<file path="config.mk">
export PLATFORM = sky130hd
export DESIGN_NAME = atm_controller
export DESIGN_NICKNAME = d
export VERILOG_FILES = /design/src/rtl/atm_pkg.sv /design/src/rtl/atm_balance_alu.sv /design/src/rtl/atm_controller.sv
export SDC_FILE = /design/constraint.sdc
export NUM_CORES = 1
export LEC_CHECK = 0
export CORE_UTILIZATION = 42
export DETAILED_ROUTE_END_ITERATION = 8
export PLACE_DENSITY_LB_ADDON = 0.15
export SKIP_CTS_REPAIR_TIMING = 1
export SLEW_MARGIN = 20
export SYNTH_ARGS = -nofsm -noshare
export SYNTH_HDL_FRONTEND = slang
export SYNTH_HIERARCHICAL = 1
export SYNTH_SLANG_ARGS = --single-unit
</file>
<file path="constraint.sdc">
create_clock -name clk -period 6.8 [get_ports clk]
set_input_delay 2.04 -clock clk [delete_from_list [all_inputs] [get_ports clk]]
set_output_delay 2.04 -clock clk [all_outputs]
set_load 0.01 [all_outputs]
</file>
<file path="src/rtl/atm_pkg.sv">
// rtl/atm_pkg.sv - opcode, status and FSM state encodings shared by the ATM engine.
package atm_pkg;

  localparam logic [1:0] OP_INQ = 2'b00;
  localparam logic [1:0] OP_DEP = 2'b01;
  localparam logic [1:0] OP_WDR = 2'b10;
  localparam logic [1:0] OP_XFR = 2'b11;

  localparam logic [1:0] ST_OK    = 2'b00;
  localparam logic [1:0] ST_INSUF = 2'b01;
  localparam logic [1:0] ST_OVF   = 2'b10;
  localparam logic [1:0] ST_INV   = 2'b11;

  typedef enum logic [1:0] {
    S_IDLE   = 2'd0,
    S_CALC   = 2'd1,
    S_COMMIT = 2'd2,
    S_RESP   = 2'd3
  } state_e;

endpackage

</file>
<file path="src/rtl/atm_balance_alu.sv">
// rtl/atm_balance_alu.sv - combinational add/subtract datapath producing new balances and status.
module atm_balance_alu
  import atm_pkg::*;
#(
  parameter int BAL_W = 10
) (
  input  logic [BAL_W-1:0] src_bal_i,
  input  logic [BAL_W-1:0] dst_bal_i,
  input  logic [BAL_W-1:0] amount_i,
  input  logic [1:0]       op_i,
  output logic [BAL_W-1:0] new_src_o,
  output logic [BAL_W-1:0] new_dst_o,
  output logic [1:0]       status_o
);

  logic [BAL_W:0] sum_s, diff_s, sum_d;

  // Extra top bit is carry for sums and borrow for the difference.
  assign sum_s  = {1'b0, src_bal_i} + {1'b0, amount_i};
  assign diff_s = {1'b0, src_bal_i} - {1'b0, amount_i};
  assign sum_d  = {1'b0, dst_bal_i} + {1'b0, amount_i};

  always_comb begin
    new_src_o = src_bal_i;
    new_dst_o = dst_bal_i;
    status_o  = ST_OK;
    case (op_i)
      OP_DEP: begin
        if (sum_s[BAL_W]) status_o = ST_OVF;
        else              new_src_o = sum_s[BAL_W-1:0];
      end
      OP_WDR: begin
        if (diff_s[BAL_W]) status_o = ST_INSUF;
        else               new_src_o = diff_s[BAL_W-1:0];
      end
      OP_XFR: begin
        if (diff_s[BAL_W])     status_o = ST_INSUF;
        else if (sum_d[BAL_W]) status_o = ST_OVF;
        else begin
          new_src_o = diff_s[BAL_W-1:0];
          new_dst_o = sum_d[BAL_W-1:0];
        end
      end
      default: ;
    endcase
  end

endmodule

</file>
<file path="src/rtl/atm_controller.sv">
// rtl/atm_controller.sv - ATM transaction engine with register-file balances.
// Optional per-account failed-withdrawal lockout enabled by ATM_LOCKOUT_EN.
module atm_controller
  import atm_pkg::*;
#(
  parameter int BAL_W      = 10,
  parameter int ACCT_N     = 16,
  parameter int ACCT_W     = $clog2(ACCT_N),
  parameter int INIT_BAL   = 0,
  parameter int LOCK_LIMIT = 3
) (
  input  logic              clk,
  input  logic              rst_n,
  input  logic              req_valid,
  output logic              req_ready,
  input  logic [1:0]        req_op,
  input  logic [ACCT_W-1:0] req_acct_s,
  input  logic [ACCT_W-1:0] req_acct_d,
  input  logic [BAL_W-1:0]  req_amount,
  output logic              rsp_valid,
  input  logic              rsp_ready,
  output logic [1:0]        rsp_status,
  output logic [BAL_W-1:0]  rsp_balance
);

  localparam logic [BAL_W-1:0] INIT_V   = BAL_W'(INIT_BAL);
  localparam logic [31:0]      ACCT_N_U = 32'(ACCT_N);

  state_e            state_q;
  logic [1:0]        op_q, status_q, rsp_status_q;
  logic [ACCT_W-1:0] acct_s_q, acct_d_q;
  logic [BAL_W-1:0]  amt_q, new_s_q, new_d_q, rsp_balance_q;
  logic [BAL_W-1:0]  bal_q [ACCT_N];
  logic              req_ready_q, rsp_valid_q;

  logic              s_oor, d_oor, lock_s, lock_d, inv_d;
  logic [BAL_W-1:0]  bal_s, bal_d, alu_new_s, alu_new_d;
  logic [1:0]        alu_status;

  assign s_oor = 32'(acct_s_q) >= ACCT_N_U;
  assign d_oor = 32'(acct_d_q) >= ACCT_N_U;
  assign bal_s = s_oor ? '0 : bal_q[acct_s_q];
  assign bal_d = d_oor ? '0 : bal_q[acct_d_q];

  // INVALID outranks any arithmetic outcome.
  assign inv_d = s_oor
              || (((op_q == OP_WDR) || (op_q == OP_XFR)) && lock_s)
              || ((op_q == OP_XFR) && (d_oor || (acct_s_q == acct_d_q) || lock_d));

  atm_balance_alu #(.BAL_W(BAL_W)) u_alu (
    .src_bal_i (bal_s),
    .dst_bal_i (bal_d),
    .amount_i  (amt_q),
    .op_i      (op_q),
    .new_src_o (alu_new_s),
    .new_dst_o (alu_new_d),
    .status_o  (alu_status)
  );

  always_ff @(posedge clk or negedge rst_n) begin
    if (!rst_n) begin
      state_q       <= S_IDLE;
      op_q          <= OP_INQ;
      acct_s_q      <= '0;
      acct_d_q      <= '0;
      amt_q         <= '0;
      status_q      <= ST_OK;
      new_s_q       <= '0;
      new_d_q       <= '0;
      req_ready_q   <= 1'b1;
      rsp_valid_q   <= 1'b0;
      rsp_status_q  <= ST_OK;
      rsp_balance_q <= '0;
      for (int i = 0; i < ACCT_N; i++) bal_q[i] <= INIT_V;
    end else begin
      case (state_q)
        S_IDLE: begin
          if (req_valid) begin
            op_q        <= req_op;
            acct_s_q    <= req_acct_s;
            acct_d_q    <= req_acct_d;
            amt_q       <= req_amount;
            req_ready_q <= 1'b0;
            state_q     <= S_CALC;
          end
        end
        S_CALC: begin
          status_q <= inv_d ? ST_INV : alu_status;
          new_s_q  <= inv_d ? bal_s : alu_new_s;
          new_d_q  <= alu_new_d;
          state_q  <= S_COMMIT;
        end
        S_COMMIT: begin
          if ((status_q == ST_OK) && (op_q != OP_INQ)) begin
            bal_q[acct_s_q] <= new_s_q;
            if (op_q == OP_XFR) bal_q[acct_d_q] <= new_d_q;
          end
          rsp_valid_q   <= 1'b1;
          rsp_status_q  <= status_q;
          rsp_balance_q <= new_s_q;
          state_q       <= S_RESP;
        end
        S_RESP: begin
          if (rsp_ready) begin
            rsp_valid_q <= 1'b0;
            req_ready_q <= 1'b1;
            state_q     <= S_IDLE;
          end
        end
        default: state_q <= S_IDLE;
      endcase
    end
  end

`ifdef ATM_LOCKOUT_EN
  localparam int CNT_W = (LOCK_LIMIT < 4) ? 2 : $clog2(LOCK_LIMIT + 1);
  localparam logic [CNT_W-1:0] LIM = CNT_W'(LOCK_LIMIT);

  logic [CNT_W-1:0] fail_q [ACCT_N];

  assign lock_s = !s_oor && (fail_q[acct_s_q] >= LIM);
  assign lock_d = !d_oor && (fail_q[acct_d_q] >= LIM);

  // Counter saturates at the limit; once locked only reset clears it.
  always_ff @(posedge clk or negedge rst_n) begin
    if (!rst_n) begin
      for (int i = 0; i < ACCT_N; i++) fail_q[i] <= '0;
    end else if ((state_q == S_COMMIT) && ((op_q == OP_WDR) || (op_q == OP_XFR))) begin
      if ((status_q == ST_INSUF) && (fail_q[acct_s_q] < LIM))
        fail_q[acct_s_q] <= fail_q[acct_s_q] + 1'b1;
      else if (status_q == ST_OK)
        fail_q[acct_s_q] <= '0;
    end
  end
`else
  logic unused_lock;
  assign lock_s      = 1'b0;
  assign lock_d      = 1'b0;
  assign unused_lock = (LOCK_LIMIT != 0);
`endif

  assign req_ready   = req_ready_q;
  assign rsp_valid   = rsp_valid_q;
  assign rsp_status  = rsp_status_q;
  assign rsp_balance = rsp_balance_q;

endmodule

</file>
### Yosys cells after proc, flatten, opt, wreduce, memory -nomap -nowiden

Index checks and enable logic that the tools add are counted.
W data, S select, Z words.

* $lt $le $gt $ge: 4
* $add $sub $neg: 3
* equality and inequality tests: 9
* reductions and logical operators: 14
* multiplexer cells: 36
* bitwise operators: 2

Operator list (number)
* $bwmux W160: 2
* $mux W160: 1
* $mux W10: 14
* $bmux W10 S4: 2
* $demux W10 S4: 2
* $pmux W10 S3: 1
* $add A10 B10 Y11: 2
* $mux W2: 6
* $sub A10 B10 Y11: 1
* $ge A5 B5 Y1 const B: 2
* $lt A5 B1 Y1 const B: 2
* $not A4 Y5: 2
* $eq A2 B2 Y1 const B: 4
* $pmux W2 S4: 1
* $reduce_and A2 Y1: 4
* $pmux W2 S3: 1
* $reduce_bool A2 Y1: 3
* $eq A2 B1 Y1 const B: 2
* $eq A4 B4 Y1: 1
* $logic_and A1 B1 Y1: 4
* $logic_not A2 Y1: 2
* $mux W1: 4
* $ne A2 B2 Y1 const B: 2
* $pmux W1 S2: 2
* $reduce_and A3 Y1: 1

* logic and storage cells: 96
* output and inout bits: 14
* bits in registers: 218

### Longest topological paths before layout

Gate-level depths: netlist (run 1).

* word-level depth: 9
* gate-level depth with buffers: 19
* gate-level depth less buffers: 15

### Cells and area by module

Netlist (run 1), hierarchy kept.

Modules (own cells, without submodules)
* atm_controller: area each 12773.5 µm², times used 1, cells each 1008, sequential area each 5456.5 µm²
* atm_balance_alu: area each 1676.6 µm², times used 1, cells each 229, sequential area each 0.0 µm²

### Worst setup path before layout (run 1)

No wires, ideal clock.

* path type: register to register
* from: reg acct_s_q[1]
* to: reg new_s_q[2]
* arrival: 4.005 ns
* library setup time: 0.138 ns
* path slack: 2.656 ns
* cell stages (with the launch flop): 18
* data required time: 6.662 ns
* cell sequence: dfrtp_1 > buf_6 > mux4_1 > mux2_2 > mux2_2 > inv_1 > ha_1 > inv_1 > fa_1 > a21oi_2 > o221ai_2 > a211oi_2 > and3b_1 > buf_2 > a221o_1 > a22o_1 > o211ai_2 > o2111ai_1

* word-level cells in the longest chain between the ends: 9
* elaborated cells on any way between the ends: 14
* classes of those cells: add/sub: 2; eq/ne: 1; mux: 9; bitwise: 1; reduce/logical: 1

RTL lines
* start: declaration: line atm_controller.sv:31 `logic [ACCT_W-1:0] acct_s_q, acct_d_q;`
* start signal: assignment: line atm_controller.sv:80 `acct_s_q <= req_acct_s;`
* $not A4 Y5 (implied by the code) (*): line atm_controller.sv:42 `assign bal_s = s_oor ? '0 : bal_q[acct_s_q];`
* $bmux W10 S4 (*): line atm_controller.sv:42
* $mux W10 (implied by the code) (*) (2 in a row): line atm_controller.sv:42
* via bal_s[0]: line atm_controller.sv:37 `logic [BAL_W-1:0] bal_s, bal_d, alu_new_s, alu_new_d;`
* $sub A10 B10 Y11: line atm_balance_alu.sv:20 `assign diff_s = {1'b0, src_bal_i} - {1'b0, amount_i};`
* $mux W10: line atm_balance_alu.sv:38 `else if (sum_d[BAL_W]) status_o = ST_OVF;`
* $mux W10: line atm_balance_alu.sv:37 `if (diff_s[BAL_W]) status_o = ST_INSUF;`
* $pmux W10 S3 (*): line atm_balance_alu.sv:27 `case (op_i)`
* via alu_new_s[2]: line atm_controller.sv:37
* $mux W10 (*): line atm_controller.sv:89 `new_s_q <= inv_d ? bal_s : alu_new_s;`
* end signal: assignment: line atm_controller.sv:89
* end: declaration: line atm_controller.sv:32 `logic [BAL_W-1:0] amt_q, new_s_q, new_d_q, rsp_balance_q;`

Mark *: on every way through the listed nets, which the timed path passes. The rest lies on a longest branch. The select of a mux whose other input is x is not followed.
A chain may end at the register's enable or synchronous reset.

### Worst setup path after layout (run 1)

* from: reg acct_d_q[1]
* to: reg new_d_q[6]

* word-level cells in the longest chain between the ends: 8

RTL lines
* start: declaration: line atm_controller.sv:31
* start signal: assignment: line atm_controller.sv:81 `acct_d_q <= req_acct_d;`
* $not A4 Y5 (implied by the code): line atm_controller.sv:43 `assign bal_d = d_oor ? '0 : bal_q[acct_d_q];`
* $bmux W10 S4: line atm_controller.sv:43
* $mux W10 (implied by the code) (2 in a row): line atm_controller.sv:43
* via bal_d[1]: line atm_controller.sv:37
* $add A10 B10 Y11: line atm_balance_alu.sv:21 `assign sum_d = {1'b0, dst_bal_i} + {1'b0, amount_i};`
* $mux W10: line atm_balance_alu.sv:38
* $mux W10: line atm_balance_alu.sv:37
* $mux W10: line atm_balance_alu.sv:27
* via alu_new_d[6]: line atm_controller.sv:37
* end signal: assignment: line atm_controller.sv:90 `new_d_q <= alu_new_d;`
* end: declaration: line atm_controller.sv:32

The timed path passes the listed nets, and every way through them passes these cells. The select of a mux whose other input is x is not followed.

==> results of run 1 <==
[cell type report]
cell class                      instances  area share, %
Tap cell                              448          3.543
Multi-Input combinational cell        846          51.81
Timing Repair Buffer                   59          3.543
Antenna cell                            1        0.01582
Clock buffer                           33          4.667
Clock inverter                         15         0.9491
Inverter                               40         0.9491
Sequential cell                       218          34.53
[metal layers]
| metal | part of all wire (%) | track usage [%] | wire length, µm | vias to the layer above |
|---|---|---|---|---|
| li1 | - | - | - | 4925 |
| met1 | 44 | 43.52 | 22400 | 5973 |
| met2 | 42 | 41.59 | 21650 | 692 |
| met3 | 9.4 | 5.779 | 4834 | 133 |
| met4 | 4.9 | 13.45 | 2529 | 0 |
| met5 | 0 | 0 | 0 | - |
[registers in the layout, indices dropped and copies added, names as in the netlist]
register and count:
bal_q 160, new_d_q 10, amt_q 10, op_q 2, rsp_valid 1, rsp_balance 10, state_q 2, status_q 2
rsp_status 2, acct_s_q 4, acct_d_q 4, new_s_q 10, req_ready 1
[through the flow]
stage | util [%] | cells | worst slack [ps] | hold WS, ps
after floorplan | - | 1237 | 2656 | 503.5
after global placement | 44.23 | 1610 | 1694 | 492.4
after detailed placement | 44.23 | 1610 | 1688 | 497.6
after CTS | 46.87 | 1658 | 1657 | 515.2
after global routing | 46.94 | 1660 | 1410 | 519.3
final | 46.94 | 1660 | 1588 | 506.5
[final timing paths]
| kind | startpoint | end |
|---|---|---|
| setup reg to reg | acct_d_q[1] | new_d_q[6] |
| hold / removal | rsp_balance[6] | rsp_balance[6] |
| hold reg to reg | rsp_balance[6] | rsp_balance[6] |
| min in group asynchronous | rst_n | bal_q[133] |
| max in group asynchronous | rst_n | acct_d_q[1] |
| setup / recovery | acct_d_q[1] | new_d_q[6] |
[power by group through the flow]
stage	Clock, µW	Combinational (µW)	Sequential, µW
detailed placement	0	4600	2800
global placement	0	4560	2810
finish	1460	4710	2810
global route	1540	5060	2860
floorplan	0	3980	2090
CTS	1480	4620	2790
[synth_stat cells, types with 7 or more instances]
library cell	count
sky130_fd_sc_hd__nor2_1	23
sky130_fd_sc_hd__a2bb2oi_1	160
sky130_fd_sc_hd__o2111ai_1	11
sky130_fd_sc_hd__mux4_2	81
sky130_fd_sc_hd__nor2_2	8
sky130_fd_sc_hd__clkbuf_1	67
sky130_fd_sc_hd__buf_6	13
sky130_fd_sc_hd__inv_1	39
sky130_fd_sc_hd__o22ai_1	162
sky130_fd_sc_hd__nand3_1	41
sky130_fd_sc_hd__dfrtp_1	217
sky130_fd_sc_hd__nand2_1	24
sky130_fd_sc_hd__nor3_1	8
sky130_fd_sc_hd__o21ai_2	11
sky130_fd_sc_hd__mux2_1	8
sky130_fd_sc_hd__a21oi_1	32
sky130_fd_sc_hd__xnor2_1	11
sky130_fd_sc_hd__buf_4	9
sky130_fd_sc_hd__buf_1	12
sky130_fd_sc_hd__ha_1	35
sky130_fd_sc_hd__o211ai_2	10
sky130_fd_sc_hd__mux2_2	73
sky130_fd_sc_hd__nor2b_1	7
sky130_fd_sc_hd__buf_2	32
sky130_fd_sc_hd__mux4_1	9
[kinds of logic (layout without fill, tap and decap cells)]
group,Yosys count,after routing,synth area share [%]
compound gates,453,453,24.21
xor+xnor,16,16,0.9698
fa+ha+maj,38,38,3.446
buf+inv,173,147,5.680
flops,218,218,37.76
mux,172,172,20.64
other cells,0,1,0
simple gates,167,167,7.291
==> results.toml, run 1 <==
[status]
outcome = "finished, final reports clean"

[die]
ios = 38
vert_die_dim_um = 187.5
core_mm2 = 0.03370
rows = 67
starting_density_of_the_core_pct = 42.88
die_width_um = 187.5
floorplan.die_area_mm2 = 0.03515

[route]
vias = 11720
post_drt_wl_per_cell_um = 30.97
final_antenna_net_count = 0
dr.pass1.iters = 5
drt_first_iter_violations = 1442
detail_route.drc_violations = 0
routed_wirelength_um = 51420
vias_per_cell = 7.062

[layout]
num-nets-final = 1253
drive_above_1_share_pct = 24.69
final_common_cell = "sky130_fd_sc_hd__dfrtp_1"
final.fill_count = 3069
multi_input_comb_area_mm2 = 0.008195
seqCellArea_mm2 = 0.005461
final_cell_mix = "sky130_fd_sc_hd__dfrtp_1, sky130_fd_sc_hd__o22ai_1, sky130_fd_sc_hd__a2bb2oi_1, sky130_fd_sc_hd__mux4_2, sky130_fd_sc_hd__mux2_2"
areaGrowthSynthToFinish_pct = 9.473
finish.instance_area_mm2 = 0.01582

[synth]
ys_async_sr_fraction_pct = 100.0
synth_area_per_cell_um2 = 11.68
synth.area.top_cells = "sky130_fd_sc_hd__dfrtp_1, sky130_fd_sc_hd__mux4_2, sky130_fd_sc_hd__a2bb2oi_1"
ys_dominant_reg_cell = "sky130_fd_sc_hd__dfrtp_1"
synth_enable_flop_cells = 0
synth_top_cell_area_share_pct = 37.58
yosys_register_bits = 218
synthCells = 1237
synth_top_area_cell = "sky130_fd_sc_hd__dfrtp_1"
postSynthNetCount = 1299
synth_cell_type_count = 81
synth_area_mm2 = 0.01445
share_of_the_yosys_chip_area_belonging_to_registers_pct = 37.76
yosys_warnings = 6

[worst_setup_path]
worst_setup_path_start_kind = "register"
path_max_fanout = 24
path_depth = 11
timing.critical_path.slowest_stage_cell = "sky130_fd_sc_hd__dfrtp_2"
timing.critical_path.slowest_cell_delay_ps = 770
worst_path_cell_chain = "buf_4, mux4_2, mux4_2, fa_1, a211oi_1, nor3_1, o21a_1, nor4_2, buf_4, mux2_1, mux2_2"
critPathArrivalTime_ps = 5650
rrSetupSlack_ps = 1590
critical_path.n_buffers_inverters = 2
reg2reg_depth = 11
critical_path.top_delay_family = "multiplexers"
worstSetupEndpointType = "register"
critical_path_required_ps = 7230
worstSetupPathType = "reg -> reg"

[worst_hold_path]
holdPathStages = 1
min_path_type = "reg -> reg"

[clocking]
worst_skew_late_latency_ps = 560
ctsHtreeMaxLevel = 1
worst_path_clk_slew_ps = 60
total_clock_buffers_created_by_cts = 26
clkSinkCount = 218
cts_buffer_depth = 3
cts_root_buf = "sky130_fd_sc_hd__clkbuf_16"
tritoncts = "built"

[power]
power.combinational.fraction_pct = 52.5
total_leakage_power_uw = 0.006558
cellInternalPower_uw = 4908
netSwitchingPower_uw = 4069
fin_total_pwr_uw = 8977
p_seq_share_pct = 31.3
power_frac_clock_pct = 16.3
powerDensity_mw_per_mm2 = 567.5
vdd_drop_max_mv = 0.2733
sw_frac_of_total_pct = 45.33

[sta]
layout_min_cycle_time_ps = 5212
fmax_ghz = 0.1919
remaining_max_slew_budget_at_the_tightest_pin_pct = 24.36
slew_at_the_pin_with_the_worst_max_slew_slack_ps = 1135
rsz0062_at_grt = "false"
finalSetupTns_ps = 0
setup-violations-final = 0
finalCritPeriodShare_pct = 76.65
final-hold-violation-count = 0
finalMaxSlewViolations = 0
finalClockSkew_ps = 20.57

[placement]
place_congestion = 0.8962
hpwl_um = 33950
port-buffer-count = 37
place_area_mm2 = 0.01491

[global_route]
grt_max_degree = 95
gr-total-overflow = 0
grt_use_total_pct = 29.50
grt_antenna_before_repair = 1
wire_length_of_the_first_global_routing_pass_um = 77510
first_global_vias = 11300

[flow_run]
drv_cap = 0
(Power assumes the default switching activity.)
==> run 2, diff against run 1 <==
Clock period 6.8 ns to 4.5 ns, I/O delays scaled along.
==> run 2 against run 1 <==
  * Clock skew fell by 5.9 ps
  * Register-to-register slack got worse by 1400 ps
  * Setup slack got worse by 1400 ps
  * Power rose by 60%
  * Utilization rose by 1.5 points
  * Via count rose by 2.0%
==> results.toml, run 2 (same netlist as run 1, synthesis figures left out) <==
[sta]
finalClockSkew_ps = 14.72
whs_ps = 508.9
layout_min_cycle_time_ps = 4298
fmax_ghz = 0.2327
setup-violations-final = 0
rsz0062_at_grt = "false"
finalMaxSlewViolations = 0
slew_at_the_pin_with_the_worst_max_slew_slack_ps = 1119
final-hold-violation-count = 0
finalCritPeriodShare_pct = 95.52
finalSetupTns_ps = 0
remaining_max_slew_budget_at_the_tightest_pin_pct = 25.40

[die]
floorplan.die_area_mm2 = 0.03515
die_width_um = 187.5
rows = 67
starting_density_of_the_core_pct = 42.88
core_mm2 = 0.03370
ios = 38
vert_die_dim_um = 187.5

[clocking]
tritoncts = "built"
cts_buffer_depth = 3
total_clock_buffers_created_by_cts = 27
worst_path_clk_slew_ps = 60
clkSinkCount = 218
worst_skew_late_latency_ps = 560
ctsHtreeMaxLevel = 1
cts_root_buf = "sky130_fd_sc_hd__clkbuf_16"

[worst_setup_path]
timing.critical_path.slowest_cell_delay_ps = 420
regToRegEndpoint = "new_s_q[6]"
worstReg2RegStart = "acct_s_q[3]"
critPathArrivalTime_ps = 4710
worstSetupEndpointType = "register"
worst_setup_path_start_kind = "register"
worst_path_cell_chain = "buf_4, mux4_2, mux2_2, mux2_2, inv_1, ha_1, inv_1, fa_1, a21oi_2, o221ai_4, a211oi_2, and3b_2, a221o_1, a22o_1, o211ai_2, o2111ai_1"
worstSetupPathType = "reg -> reg"
critical_path.top_delay_family = "compound AO/OA/AOI/OAI gates"
timing.critical_path.slowest_stage_cell = "sky130_fd_sc_hd__dfrtp_2"
critical_path_required_ps = 4910
critical_path.n_buffers_inverters = 3
path_max_fanout = 12
rrSetupSlack_ps = 200
reg2reg_depth = 16

[layout]
final_common_cell = "sky130_fd_sc_hd__dfrtp_1"
finish.utilization_pct = 48.40
stdcell_count = 1697
areaGrowthSynthToFinish_pct = 12.87
drive_above_1_share_pct = 27.40
largest_register_ffs = 160
final_cell_mix = "sky130_fd_sc_hd__dfrtp_1, sky130_fd_sc_hd__o22ai_1, sky130_fd_sc_hd__a2bb2oi_1, sky130_fd_sc_hd__mux4_2, sky130_fd_sc_hd__mux2_2"
max_flop_register = "bal_q"
num-nets-final = 1290

[global_route]
grt_max_degree = 82
wire_length_of_the_first_global_routing_pass_um = 80030
first_global_vias = 11710
grt_antenna_before_repair = 2
grt_use_total_pct = 30.71
gr-total-overflow = 0

[worst_hold_path]
hold_path_startpoint = "rsp_balance[4]"
worst_case_hold_path_end_point = "rsp_balance[4]"
min_path_type = "reg -> reg"
holdPathStages = 1

[power]
power.combinational.fraction_pct = 54.9
power_frac_clock_pct = 16.8
powerDensity_mw_per_mm2 = 879.0
p_seq_share_pct = 28.2
cellInternalPower_uw = 7904
total_leakage_power_uw = 0.006793
netSwitchingPower_uw = 6433
sw_frac_of_total_pct = 44.87
vdd_drop_max_mv = 0.4554
fin_total_pwr_uw = 14340

[route]
post_drt_wl_per_cell_um = 32.00
vias = 11960
drt_first_iter_violations = 1446
routed_wirelength_um = 54300
dr.pass1.iters = 8
final_antenna_net_count = 0
detail_route.drc_violations = 0
vias_per_cell = 7.045

[flow_run]
drv_cap = 0

[placement]
hpwl_um = 35260
place_congestion = 0.9412
port-buffer-count = 37
dpl.cell_count = 1643

[status]
outcome = "finished, final reports clean"
-- run 2: worst max-delay path by stage --
stage | from | to | cells past startpoint
global placement | acct_s_q[1] | new_s_q[2] | 13
finish | acct_s_q[3] | new_s_q[6] | 16
detailed placement | acct_s_q[1] | new_s_q[6] | 13
global route | acct_s_q[1] | new_s_q[2] | 15
floorplan | acct_s_q[1] | new_s_q[2] | 17
CTS | acct_s_q[1] | new_s_q[6] | 13
-- run 2: metrics by stage --
step | worst slack [ps] | cell area, µm²
2_1_floorplan | 356.4 | 14450
3_3_place_gp | 206.5 | 15250
3_5_place_dp | 96.33 | 15250
4_1_cts | 72.46 | 16220
5_1_grt | 8.058 | 16310
6_report | 201.8 | 16310
-- run 2: cell type report --
class,instances,area [µm²]
fill,3006,17390
multi-input combinational,846,8209
sequential,218,5461
timing repair buffer,95,962.2
clock buffer,30,706.9
tap,448,560.5
clock inverter,19,256.5
inverter,40,150.1
antenna,1,2.502
-- run 2: routing by layer --
layer	GRT usage, %	vias to the layer above	wire (µm)
met2	46.55	715	24250
met5	0	-	0
met4	13.07	0	2723
met3	7.674	172	5375
li1	-	4988	-
met1	41.84	6081	21950
-- run 2: power by group through the flow --
| stage | Sequential (µW) | Clock [µW] | Combinational [µW] |
|---|---|---|---|
| floorplan | 3160 | 0 | 6010 |
| CTS | 3990 | 2440 | 7610 |
| global placement | 4000 | 0 | 7540 |
| detailed placement | 4000 | 0 | 7570 |
| global route | 4130 | 2520 | 8400 |
| finish | 4050 | 2410 | 7870 |
==> run 3, diff against run 2 <==
Settings changed: CELL_PAD_IN_SITES_DETAIL_PLACEMENT set to 0, CELL_PAD_IN_SITES_GLOBAL_PLACEMENT set to 1.
==> run 3 against run 2 <==
  * Die area unchanged
  * Via count decreased by 1.4%
  * Worst hold slack improved by 0.70 ps
  * Sequential power increased by 1%
  * Flip-flop and latch count unchanged
  * Non-clock buffer count decreased by 6
  * Highest routed layer unchanged
  * Register-to-register slack got worse by 60 ps
  * Combinational power increased by 0.9%
  * Power increased by 0.14%
==> results.toml, run 3 (same netlist as run 1, synthesis figures left out) <==
[layout]
largest_register_ffs = 160
finish.instance_area_mm2 = 0.01624
finish.utilization_pct = 48.18
max_flop_register = "bal_q"
final.fill_count = 3083
drive_above_1_share_pct = 26.49
areaGrowthSynthToFinish_pct = 12.36
final_common_cell = "sky130_fd_sc_hd__dfrtp_1"
final_cell_mix = "sky130_fd_sc_hd__dfrtp_1, sky130_fd_sc_hd__o22ai_1, sky130_fd_sc_hd__a2bb2oi_1, sky130_fd_sc_hd__mux4_2, sky130_fd_sc_hd__mux2_2"
num-nets-final = 1284

[power]
p_seq_share_pct = 28.5
sw_frac_of_total_pct = 45.48
power_frac_clock_pct = 16.1
cellInternalPower_uw = 7828
total_leakage_power_uw = 0.006747
netSwitchingPower_uw = 6528
power.combinational.fraction_pct = 55.3
powerDensity_mw_per_mm2 = 884.2
fin_total_pwr_uw = 14360
vdd_drop_max_mv = 0.4129

[clocking]
clkSinkCount = 218
cts_buffer_depth = 3
ctsHtreeMaxLevel = 1
cts_root_buf = "sky130_fd_sc_hd__clkbuf_16"
total_clock_buffers_created_by_cts = 27
worst_skew_late_latency_ps = 560
worst_path_clk_slew_ps = 60
tritoncts = "built"

[die]
starting_density_of_the_core_pct = 42.88
vert_die_dim_um = 187.5
die_width_um = 187.5
ios = 38
rows = 67
floorplan.die_area_mm2 = 0.03515
core_mm2 = 0.03370

[sta]
finalCritPeriodShare_pct = 96.95
layout_min_cycle_time_ps = 4363
final-hold-violation-count = 0
slew_at_the_pin_with_the_worst_max_slew_slack_ps = 1100
rsz0062_at_grt = "false"
finalMaxSlewViolations = 0
finalClockSkew_ps = 24.70
whs_ps = 509.6
setup-violations-final = 0
remaining_max_slew_budget_at_the_tightest_pin_pct = 26.67
finalSetupTns_ps = 0
fmax_ghz = 0.2292

[worst_setup_path]
worst_setup_path_start_kind = "register"
critical_path.n_buffers_inverters = 3
rrSetupSlack_ps = 140
worst_path_cell_chain = "buf_4, mux4_1, mux2_2, mux2_2, inv_1, ha_1, inv_1, fa_1, a21oi_2, o221ai_2, a211oi_2, and3b_2, a221o_1, a22o_1, o211ai_2, o2111ai_1"
timing.critical_path.slowest_stage_cell = "sky130_fd_sc_hd__mux4_1"
worstSetupPathType = "reg -> reg"
critPathArrivalTime_ps = 4770
reg2reg_depth = 16
path_max_fanout = 6
critical_path_required_ps = 4910
worstReg2RegStart = "acct_s_q[1]"
worstSetupEndpointType = "register"
critical_path.top_delay_family = "compound AO/OA/AOI/OAI gates"
regToRegEndpoint = "new_s_q[6]"
timing.critical_path.slowest_cell_delay_ps = 540

[route]
vias = 11790
final_antenna_net_count = 0
post_drt_wl_per_cell_um = 32.12
dr.pass1.iters = 7
vias_per_cell = 6.975
detail_route.drc_violations = 0
drt_first_iter_violations = 1195
routed_wirelength_um = 54310

[worst_hold_path]
holdPathStages = 1
hold_path_startpoint = "rsp_balance[6]"
worst_case_hold_path_end_point = "rsp_balance[6]"
min_path_type = "reg -> reg"

[flow_run]
drv_cap = 0

[global_route]
gr-total-overflow = 0
first_global_vias = 11470
grt_max_degree = 94
grt_use_total_pct = 31.21
grt_antenna_before_repair = 2
wire_length_of_the_first_global_routing_pass_um = 81280

[status]
outcome = "finished, final reports clean"

[placement]
port-buffer-count = 37
place_area_mm2 = 0.01523
place_congestion = 0.8988
hpwl_um = 36130
-- run 3: worst register-to-register path, cell delays in order, from the launching register on --
cell	delay, ps
sky130_fd_sc_hd__dfrtp_2	390
sky130_fd_sc_hd__buf_4	150
sky130_fd_sc_hd__mux4_1	540
sky130_fd_sc_hd__mux2_2	320
sky130_fd_sc_hd__mux2_2	320
sky130_fd_sc_hd__inv_1	70
sky130_fd_sc_hd__ha_1	170
sky130_fd_sc_hd__inv_1	60
sky130_fd_sc_hd__fa_1	450
sky130_fd_sc_hd__a21oi_2	190
sky130_fd_sc_hd__o221ai_2	160
sky130_fd_sc_hd__a211oi_2	280
sky130_fd_sc_hd__and3b_2	290
sky130_fd_sc_hd__a221o_1	390
sky130_fd_sc_hd__a22o_1	240
sky130_fd_sc_hd__o211ai_2	70
sky130_fd_sc_hd__o2111ai_1	110
-- run 3: power groups by stage --
stage,clock (µW),sequential (µW),combinational (µW)
5_1_grt,2410,4170,8490
3_5_place_dp,0,4060,7680
6_report,2320,4100,7940
2_1_floorplan,0,3160,6010
4_1_cts,2340,4050,7730
3_3_place_gp,0,4080,7710
-- run 3: how the worst max path moves through the flow --
| stage | slack [ps] | endpoint | from | depth (start not counted) |
|---|---|---|---|---|
| floorplan | 360 | new_s_q[2] | acct_s_q[1] | 17 |
| global placement | 160 | new_s_q[2] | acct_s_q[1] | 13 |
| detailed placement | 170 | new_s_q[6] | acct_s_q[1] | 13 |
| CTS | 120 | new_s_q[6] | acct_s_q[1] | 13 |
| global route | 10 | new_d_q[8] | acct_s_q[3] | 14 |
| finish | 140 | new_s_q[6] | acct_s_q[1] | 16 |
-- run 3: layout make-up --
cell class	count	area [µm²]	area share (%)
Tap cell	448	560.5	3.453
Clock buffer	34	732.0	4.508
Clock inverter	15	193.9	1.195
Timing Repair Buffer	89	928.4	5.718
Sequential cell	218	5461	33.64
Inverter	40	150.1	0.9248
Multi-Input combinational cell	846	8207	50.55
Antenna cell	1	2.502	0.01541
-- run 3: through the flow --
stage | instances | worst slack [ps]
finish | 1691 | 137.3
detailed placement | 1638 | 172.9
global placement | 1638 | 158.1
floorplan | 1237 | 356.4
CTS | 1687 | 121.2
global route | 1690 | 14.95
-- run 3: metal layers --
layer	GRT usage [%]	wire, µm
met1	44.05	22770
met2	47.33	24480
met3	6.285	4790
met4	11.94	2271
met5	0	0
